===== config.mk =====
export PLATFORM = sky130hd
export DESIGN_NAME = apb_rr_fabric
export DESIGN_NICKNAME = d
export VERILOG_FILES = /design/src/rtl/apb_rr_fabric.sv
export SDC_FILE = /design/constraint.sdc
export NUM_CORES = 1
export LEC_CHECK = 0
export BUFFER_PORTS_ARGS = -buffer_cell sky130_fd_sc_hd__buf_2
export CORE_AREA = 2 2 224 226
export CTS_CLUSTER_SIZE = 16
export DETAILED_ROUTE_END_ITERATION = 6
export DIE_AREA = 0 0 226 228
export GPL_ROUTABILITY_DRIVEN = 0
export PLACE_DENSITY_LB_ADDON = 0.15
export SLEW_MARGIN = 20
export SYNTH_ARGS = -nofsm -noshare
export SYNTH_HDL_FRONTEND = slang
export SYNTH_SLANG_ARGS = --single-unit

===== constraint.sdc =====
create_clock -name pclk -period 1.93 [get_ports pclk]
set_input_delay 0.0965 -clock pclk [delete_from_list [all_inputs] [get_ports pclk]]
set_output_delay 0.0965 -clock pclk [all_outputs]
set_load 0.02 [all_outputs]

===== src/rtl/apb_rr_fabric.sv =====
`default_nettype none
// ============================================================================
//  Module   : apb_rr_fabric
//  Purpose  : APB interconnect with MST masters, round-robin arbitration and
//             SLV slaves decoded from the upper address bits.
//             Optional ACCESS timeout: define APB_RR_FABRIC_TIMEOUT_EN.
//  Revision : 1.0  initial release
// ============================================================================
module apb_rr_fabric #(
    parameter int MST      = 2,
    parameter int SLV      = 4,
    parameter int MST_ADDR = 32,
    parameter int SLV_ADDR = 12,
    parameter int DATA     = 32,
    parameter int TIMEOUT  = 256
) (
    input  logic                     pclk,
    input  logic                     preset_n,
    input  logic [MST-1:0]           mst_psel,
    input  logic [MST-1:0]           mst_penable,
    input  logic [MST-1:0]           mst_pwrite,
    input  logic [MST*3-1:0]         mst_pprot,
    input  logic [MST*MST_ADDR-1:0]  mst_paddr,
    input  logic [MST*4-1:0]         mst_pstrb,
    input  logic [MST*DATA-1:0]      mst_pwdata,
    output logic [MST*DATA-1:0]      mst_prdata,
    output logic [MST-1:0]           mst_pslverr,
    output logic [MST-1:0]           mst_pready,
    output logic [SLV-1:0]           slv_psel,
    output logic [SLV-1:0]           slv_penable,
    output logic [SLV-1:0]           slv_pwrite,
    output logic [SLV*3-1:0]         slv_pprot,
    output logic [SLV*SLV_ADDR-1:0]  slv_paddr,
    output logic [SLV*4-1:0]         slv_pstrb,
    output logic [SLV*DATA-1:0]      slv_pwdata,
    input  logic [SLV*DATA-1:0]      slv_prdata,
    input  logic [SLV-1:0]           slv_pslverr,
    input  logic [SLV-1:0]           slv_pready
);

    localparam int PW  = (MST > 1) ? $clog2(MST) : 1;
    localparam int PW1 = PW + 1;
    localparam int IW  = MST_ADDR - SLV_ADDR;

    typedef enum logic [1:0] {
        IDLE   = 2'd0,
        SETUP  = 2'd1,
        ACCESS = 2'd2,
        ERR    = 2'd3
    } state_t;

    state_t                state_q, state_d;
    logic [PW-1:0]         ptr_q, ptr_d;
    logic [PW-1:0]         grant_q, grant_d;
    logic [2:0]            prot_q, prot_d;
    logic [MST_ADDR-1:0]   addr_q, addr_d;
    logic                  write_q, write_d;
    logic [3:0]            strb_q, strb_d;
    logic [DATA-1:0]       wdata_q, wdata_d;

    logic [MST-1:0]        psel_rot;
    logic                  arb_hit;
    logic [PW-1:0]         arb_win;
    logic [PW1-1:0]        arb_sum;
    logic [2:0]            win_prot;
    logic [MST_ADDR-1:0]   win_addr;
    logic                  win_write;
    logic [3:0]            win_strb;
    logic [DATA-1:0]       win_wdata;

    logic [IW-1:0]         slv_idx;
    logic                  dec_err;
    logic [SLV-1:0]        slv_oh;
    logic                  sel_rdy;
    logic                  sel_err;
    logic [DATA-1:0]       sel_rdata;
    logic [PW-1:0]         ptr_nxt;

    logic                  resp_valid;
    logic                  resp_err;
    logic [DATA-1:0]       resp_data;
    logic                  unused_ok;

    // Rotate requests so bit 0 is the current priority holder
    assign psel_rot = MST'({mst_psel, mst_psel} >> ptr_q);

    always_comb begin
        arb_hit = 1'b0;
        arb_win = '0;
        arb_sum = '0;
        for (int i = 0; i < MST; i++) begin
            if (!arb_hit && psel_rot[i]) begin
                arb_hit = 1'b1;
                arb_sum = {1'b0, ptr_q} + PW1'(i);
                arb_win = (arb_sum >= PW1'(MST)) ? PW'(arb_sum - PW1'(MST)) : PW'(arb_sum);
            end
        end
    end

    always_comb begin
        win_prot  = '0;
        win_addr  = '0;
        win_write = 1'b0;
        win_strb  = '0;
        win_wdata = '0;
        for (int m = 0; m < MST; m++) begin
            if (arb_win == PW'(m)) begin
                win_prot  = mst_pprot[m*3 +: 3];
                win_addr  = mst_paddr[m*MST_ADDR +: MST_ADDR];
                win_write = mst_pwrite[m];
                win_strb  = mst_pstrb[m*4 +: 4];
                win_wdata = mst_pwdata[m*DATA +: DATA];
            end
        end
    end

    assign slv_idx = addr_q[MST_ADDR-1:SLV_ADDR];
    assign dec_err = (slv_idx >= IW'(SLV));
    assign ptr_nxt = (grant_q == PW'(MST-1)) ? '0 : grant_q + 1'b1;

    always_comb begin
        slv_oh    = '0;
        sel_rdy   = 1'b0;
        sel_err   = 1'b0;
        sel_rdata = '0;
        for (int s = 0; s < SLV; s++) begin
            if (!dec_err && (slv_idx == IW'(s))) begin
                slv_oh[s] = 1'b1;
                sel_rdy   = slv_pready[s];
                sel_err   = slv_pslverr[s];
                sel_rdata = slv_prdata[s*DATA +: DATA];
            end
        end
    end

`ifdef APB_RR_FABRIC_TIMEOUT_EN
    localparam int CW = $clog2(TIMEOUT + 1);
    logic [CW-1:0] cnt_q, cnt_d;

    always_ff @(posedge pclk or negedge preset_n) begin
        if (!preset_n) begin
            cnt_q <= '0;
        end else begin
            cnt_q <= cnt_d;
        end
    end

    assign unused_ok = ^mst_penable;
`else
    assign unused_ok = ^{mst_penable, 32'(TIMEOUT)};
`endif

    always_comb begin
        state_d    = state_q;
        ptr_d      = ptr_q;
        grant_d    = grant_q;
        prot_d     = prot_q;
        addr_d     = addr_q;
        write_d    = write_q;
        strb_d     = strb_q;
        wdata_d    = wdata_q;
        resp_valid = 1'b0;
        resp_err   = 1'b0;
        resp_data  = '0;
`ifdef APB_RR_FABRIC_TIMEOUT_EN
        cnt_d      = cnt_q;
`endif
        case (state_q)
            IDLE: begin
                if (arb_hit) begin
                    grant_d = arb_win;
                    prot_d  = win_prot;
                    addr_d  = win_addr;
                    write_d = win_write;
                    strb_d  = win_strb;
                    wdata_d = win_wdata;
                    state_d = SETUP;
                end
            end
            SETUP: begin
                state_d = dec_err ? ERR : ACCESS;
`ifdef APB_RR_FABRIC_TIMEOUT_EN
                cnt_d   = '0;
`endif
            end
            ACCESS: begin
                if (sel_rdy) begin
                    resp_valid = 1'b1;
                    resp_err   = sel_err;
                    resp_data  = sel_rdata;
                    ptr_d      = ptr_nxt;
                    state_d    = IDLE;
                end
`ifdef APB_RR_FABRIC_TIMEOUT_EN
                else if (cnt_q == CW'(TIMEOUT - 1)) begin
                    resp_valid = 1'b1;
                    resp_err   = 1'b1;
                    ptr_d      = ptr_nxt;
                    state_d    = IDLE;
                end else begin
                    cnt_d = cnt_q + 1'b1;
                end
`endif
            end
            ERR: begin
                resp_valid = 1'b1;
                resp_err   = 1'b1;
                ptr_d      = ptr_nxt;
                state_d    = IDLE;
            end
            default: state_d = IDLE;
        endcase
    end

    always_ff @(posedge pclk or negedge preset_n) begin
        if (!preset_n) begin
            state_q <= IDLE;
            ptr_q   <= '0;
            grant_q <= '0;
            prot_q  <= '0;
            addr_q  <= '0;
            write_q <= 1'b0;
            strb_q  <= '0;
            wdata_q <= '0;
        end else begin
            state_q <= state_d;
            ptr_q   <= ptr_d;
            grant_q <= grant_d;
            prot_q  <= prot_d;
            addr_q  <= addr_d;
            write_q <= write_d;
            strb_q  <= strb_d;
            wdata_q <= wdata_d;
        end
    end

    // A master that has dropped psel no longer owns the transfer; its response is discarded
    always_comb begin
        mst_pready  = '0;
        mst_pslverr = '0;
        mst_prdata  = '0;
        for (int m = 0; m < MST; m++) begin
            if (resp_valid && (grant_q == PW'(m)) && mst_psel[m]) begin
                mst_pready[m]              = 1'b1;
                mst_pslverr[m]             = resp_err;
                mst_prdata[m*DATA +: DATA] = resp_data;
            end
        end
    end

    assign slv_psel    = slv_oh & {SLV{(state_q == SETUP) || (state_q == ACCESS)}};
    assign slv_penable = slv_oh & {SLV{state_q == ACCESS}};
    assign slv_pwrite  = {SLV{write_q}};

    for (genvar s = 0; s < SLV; s++) begin : g_bcast
        assign slv_pprot[s*3 +: 3]                = prot_q;
        assign slv_paddr[s*SLV_ADDR +: SLV_ADDR]  = addr_q[SLV_ADDR-1:0];
        assign slv_pstrb[s*4 +: 4]                = strb_q;
        assign slv_pwdata[s*DATA +: DATA]         = wdata_q;
    end

endmodule
`default_nettype wire


==> impl_metrics.py <==
metrics = {
    "routing": {
        "route.detailed.drc": 0,
        "vias": 6159,
        "antenna_left": 0,
        "drt_first_pass_iters": 4,
        "vias_per_cell": 3.45,
        "drtIter0Drc": 141,
        "avgRoutedWirePerCell_um": 15.9,
        "wirelength_mm": 28.4,
    },
    "logic_synthesis": {
        "avgSynthCellArea_um2": 9.62,
        "yosysSeqAreaShare": 0.299,
        "synthDistinctLibCells": 35,
        "ys.flop_type": "dfrtp_1",
        "synthesis.nets": 953,
        "ys.warnings.count": 0,
        "synth_edf_count": 0,
        "ys_ff_latch": 76,
        "syn_inst": 662,
        "synthArstFlopShare": 1.00,
        "syn-cell-area_um2": 6370,
    },
    "job": {
        "max_cap_violations": 0,
    },
    "sta": {
        "fin_worst_skew_ps": 9.66,
        "final_hold_viol_count": 0,
        "period_needed_ps": 2380,
        "max_freq_mhz": 420,
        "worst_pin_slew_ps": 598,
        "drv_slew": 0,
        "setup_viol": 76,
        "rsz0062_at_grt": "yes",
        "slew_headroom": 0.601,
        "period_share": 1.23,
        "setup_slack_ps": -448,
    },
    "worst_setup_path": {
        "crit_family": "simple AND/OR/NAND/NOR gates",
        "cp-start-kind": "flop",
        "path_buf_inv": 4,
        "r2r_slack_ps": 150,
        "cp_slowest_stage_delay_ps": 410,
        "arrival_ps": 2280,
        "worst_path_max_delay_cell": "dfrtp_1",
        "end_kind": "output port",
        "path_cells": "nor4_4 -> nand3_4 -> buf_6 -> nor4_4 -> buf_6 -> clkbuf_16 -> and2_4 -> buf_6",
        "required_ps": 1830,
        "crit_type": "flop to output port",
        "path_common_cell": "buf_6",
        "cp_max_fo": 8,
        "reg2reg_depth": 5,
        "path_depth": 8,
    },
    "finish": {
        "final_common_cell": "buf_2",
        "fin_cells": 1785,
        "drive_gt1_frac": 0.652,
        "stdcell_area_um2": 10400,
        "final_net_count": 1397,
        "final_cell_mix": "buf_2, nand2_1, o21ai_0, dfrtp_1, mux2i_1",
        "syn_to_final_growth_pct": 62.6,
    },
    "clock_tree": {
        "cts_root_buffer": "clkbuf_16",
        "cts_buffers": 9,
        "cts_sinks": 76,
        "clk-insertion-delay-late_ps": 370,
        "cts.htree.levels": 3,
        "cts_tree": "built",
        "path_clk_slew_ps": 60,
        "clk_path_buf_depth": 2,
    },
    "min_path": {
        "holdCritPathClass": "input port to flop",
        "worstHoldPathCells": 3,
    },
    "floorplanning": {
        "start_util": 0.129,
        "dieArea_um2": 51500,
        "die_h_um": 228,
        "rows": 82,
        "io_pins": 570,
        "die_x_um": 226,
        "core_area_um2": 49300,
    },
    "placed_design": {
        "hpwl_mm": 22.6,
        "port_buffers": 567,
        "dpl-instance-area_um2": 8980,
        "dp.cells": 1731,
    },
    "run_status": {
        "failed_checks": "setup timing",
        "status": "complete, but fails checks",
    },
    "global_routing": {
        "grt_util_met1": 0.103,
        "grt_pass1_vias": 6047,
        "grtUsageMet3": 0.0225,
        "grt_use_met2": 0.192,
        "grt_overflow": 0,
        "grt_first_pass_wirelength_mm": 37.8,
        "grt.busiest_layer": "met2",
        "grt_usage": 0.101,
        "antenna_found_initial": 7,
        "grt_max_degree": 53,
    },
    "power": {
        "finalPower_uw": 13400,
        "p_leak_uw": 0.00550,
        "power.density_nw_per_um2": 1300,
        "irDropWorstVdd_mv": 0.997,
    },
}
cell usage after synthesis (4+ instances only):
cell	instances	area (um2)
and2_1	65	407
and3_1	6	37.5
buf_2	14	70.1
buf_4	171	1280
clkbuf_1	19	71.3
dfrtp_1	76	1900
ha_1	5	62.6
inv_1	8	30.0
mux2i_1	73	731
mux4_2	34	766
nand2_1	76	285
nor2_1	5	18.8
nor4_4	4	85.1
o21ai_0	76	380
sequential cells by signal, summed over array words and instances (netlist names):
signal / count
write_q: 1
grant_q: 1
wdata_q: 32
addr_q: 32
state_q: 2
ptr_q: 1
strb_q: 4
prot_q: 3
per-layer routing:
metal  vias to the layer above  part of all wire  routed length, um
met5                         -            0.0014                 41
met4                         6             0.036               1020
met1                      2804              0.36              10300
met3                        43             0.073               2060
li1                       2985                 -                  -
met2                       321              0.53              15000
kinds of logic after synthesis:
kind of cell,share of synthesized area
buf+inv,0.234
mux,0.235
compound gates,0.0707
simple gates,0.151
flops,0.299
fa+ha+maj,0.00983
where the power goes:
group / switching (uW) / internal, uW
sequential: 856 / 2330
clock: 758 / 1120
combinational: 5160 / 3190
total: 6770 / 6640
final timing paths:
check,from,endpoint
worst min-delay path,mst_pwdata[54],wdata_q[22]
worst max register to register,ptr_q,wdata_q[18]
max in group asynchronous,preset_n,addr_q[10]
worst max-delay path,addr_q[19],mst_prdata[9]
worst min register to register,addr_q[20],addr_q[20]
min in group asynchronous,preset_n,wdata_q[5]
final cells by class:
class / instances / area (um2)
Clock inverter: 6 / 80.1
Antenna cell: 3 / 7.51
Fill cell: 5441 / 39000
Multi-Input combinational cell: 370 / 3200
Inverter: 8 / 30.0
Tap cell: 672 / 841
Timing Repair Buffer: 641 / 4070
Clock buffer: 9 / 225
Sequential cell: 76 / 1900
repair_timing:
| item | CTS | global route |
|---|---|---|
| cloned | 1 | 4 |
| endpoints found under the hold margin | 50 | 0 |
| resized for setup | 131 | 76 |
| hold buffers | 25 | 0 |
| setup buffers | 4 | 3 |
| setup endpoints to repair | 76 | 79 |
| pin swaps | 4 | 6 |
metrics by stage:
step           utilization  setup slack (ps)  TNS, ps  hold slack (ps)
5_1_grt              0.210              -559   -38090             13.0
3_3_place_gp         0.182              -388   -14020              140
2_1_floorplan            -               144        0             -199
4_1_cts              0.202              -494   -33300           0.0790
6_report             0.210              -448   -29120             24.7
3_5_place_dp         0.182              -262   -12650              145
worst min-delay path: cells and delay by family:
kind                   cells  cell delay [ps]
AO/OA/AOI/OAI              1              130
multiplexers               1               50
buffers and inverters      1               80
Power figures use the tool's default switching activity.
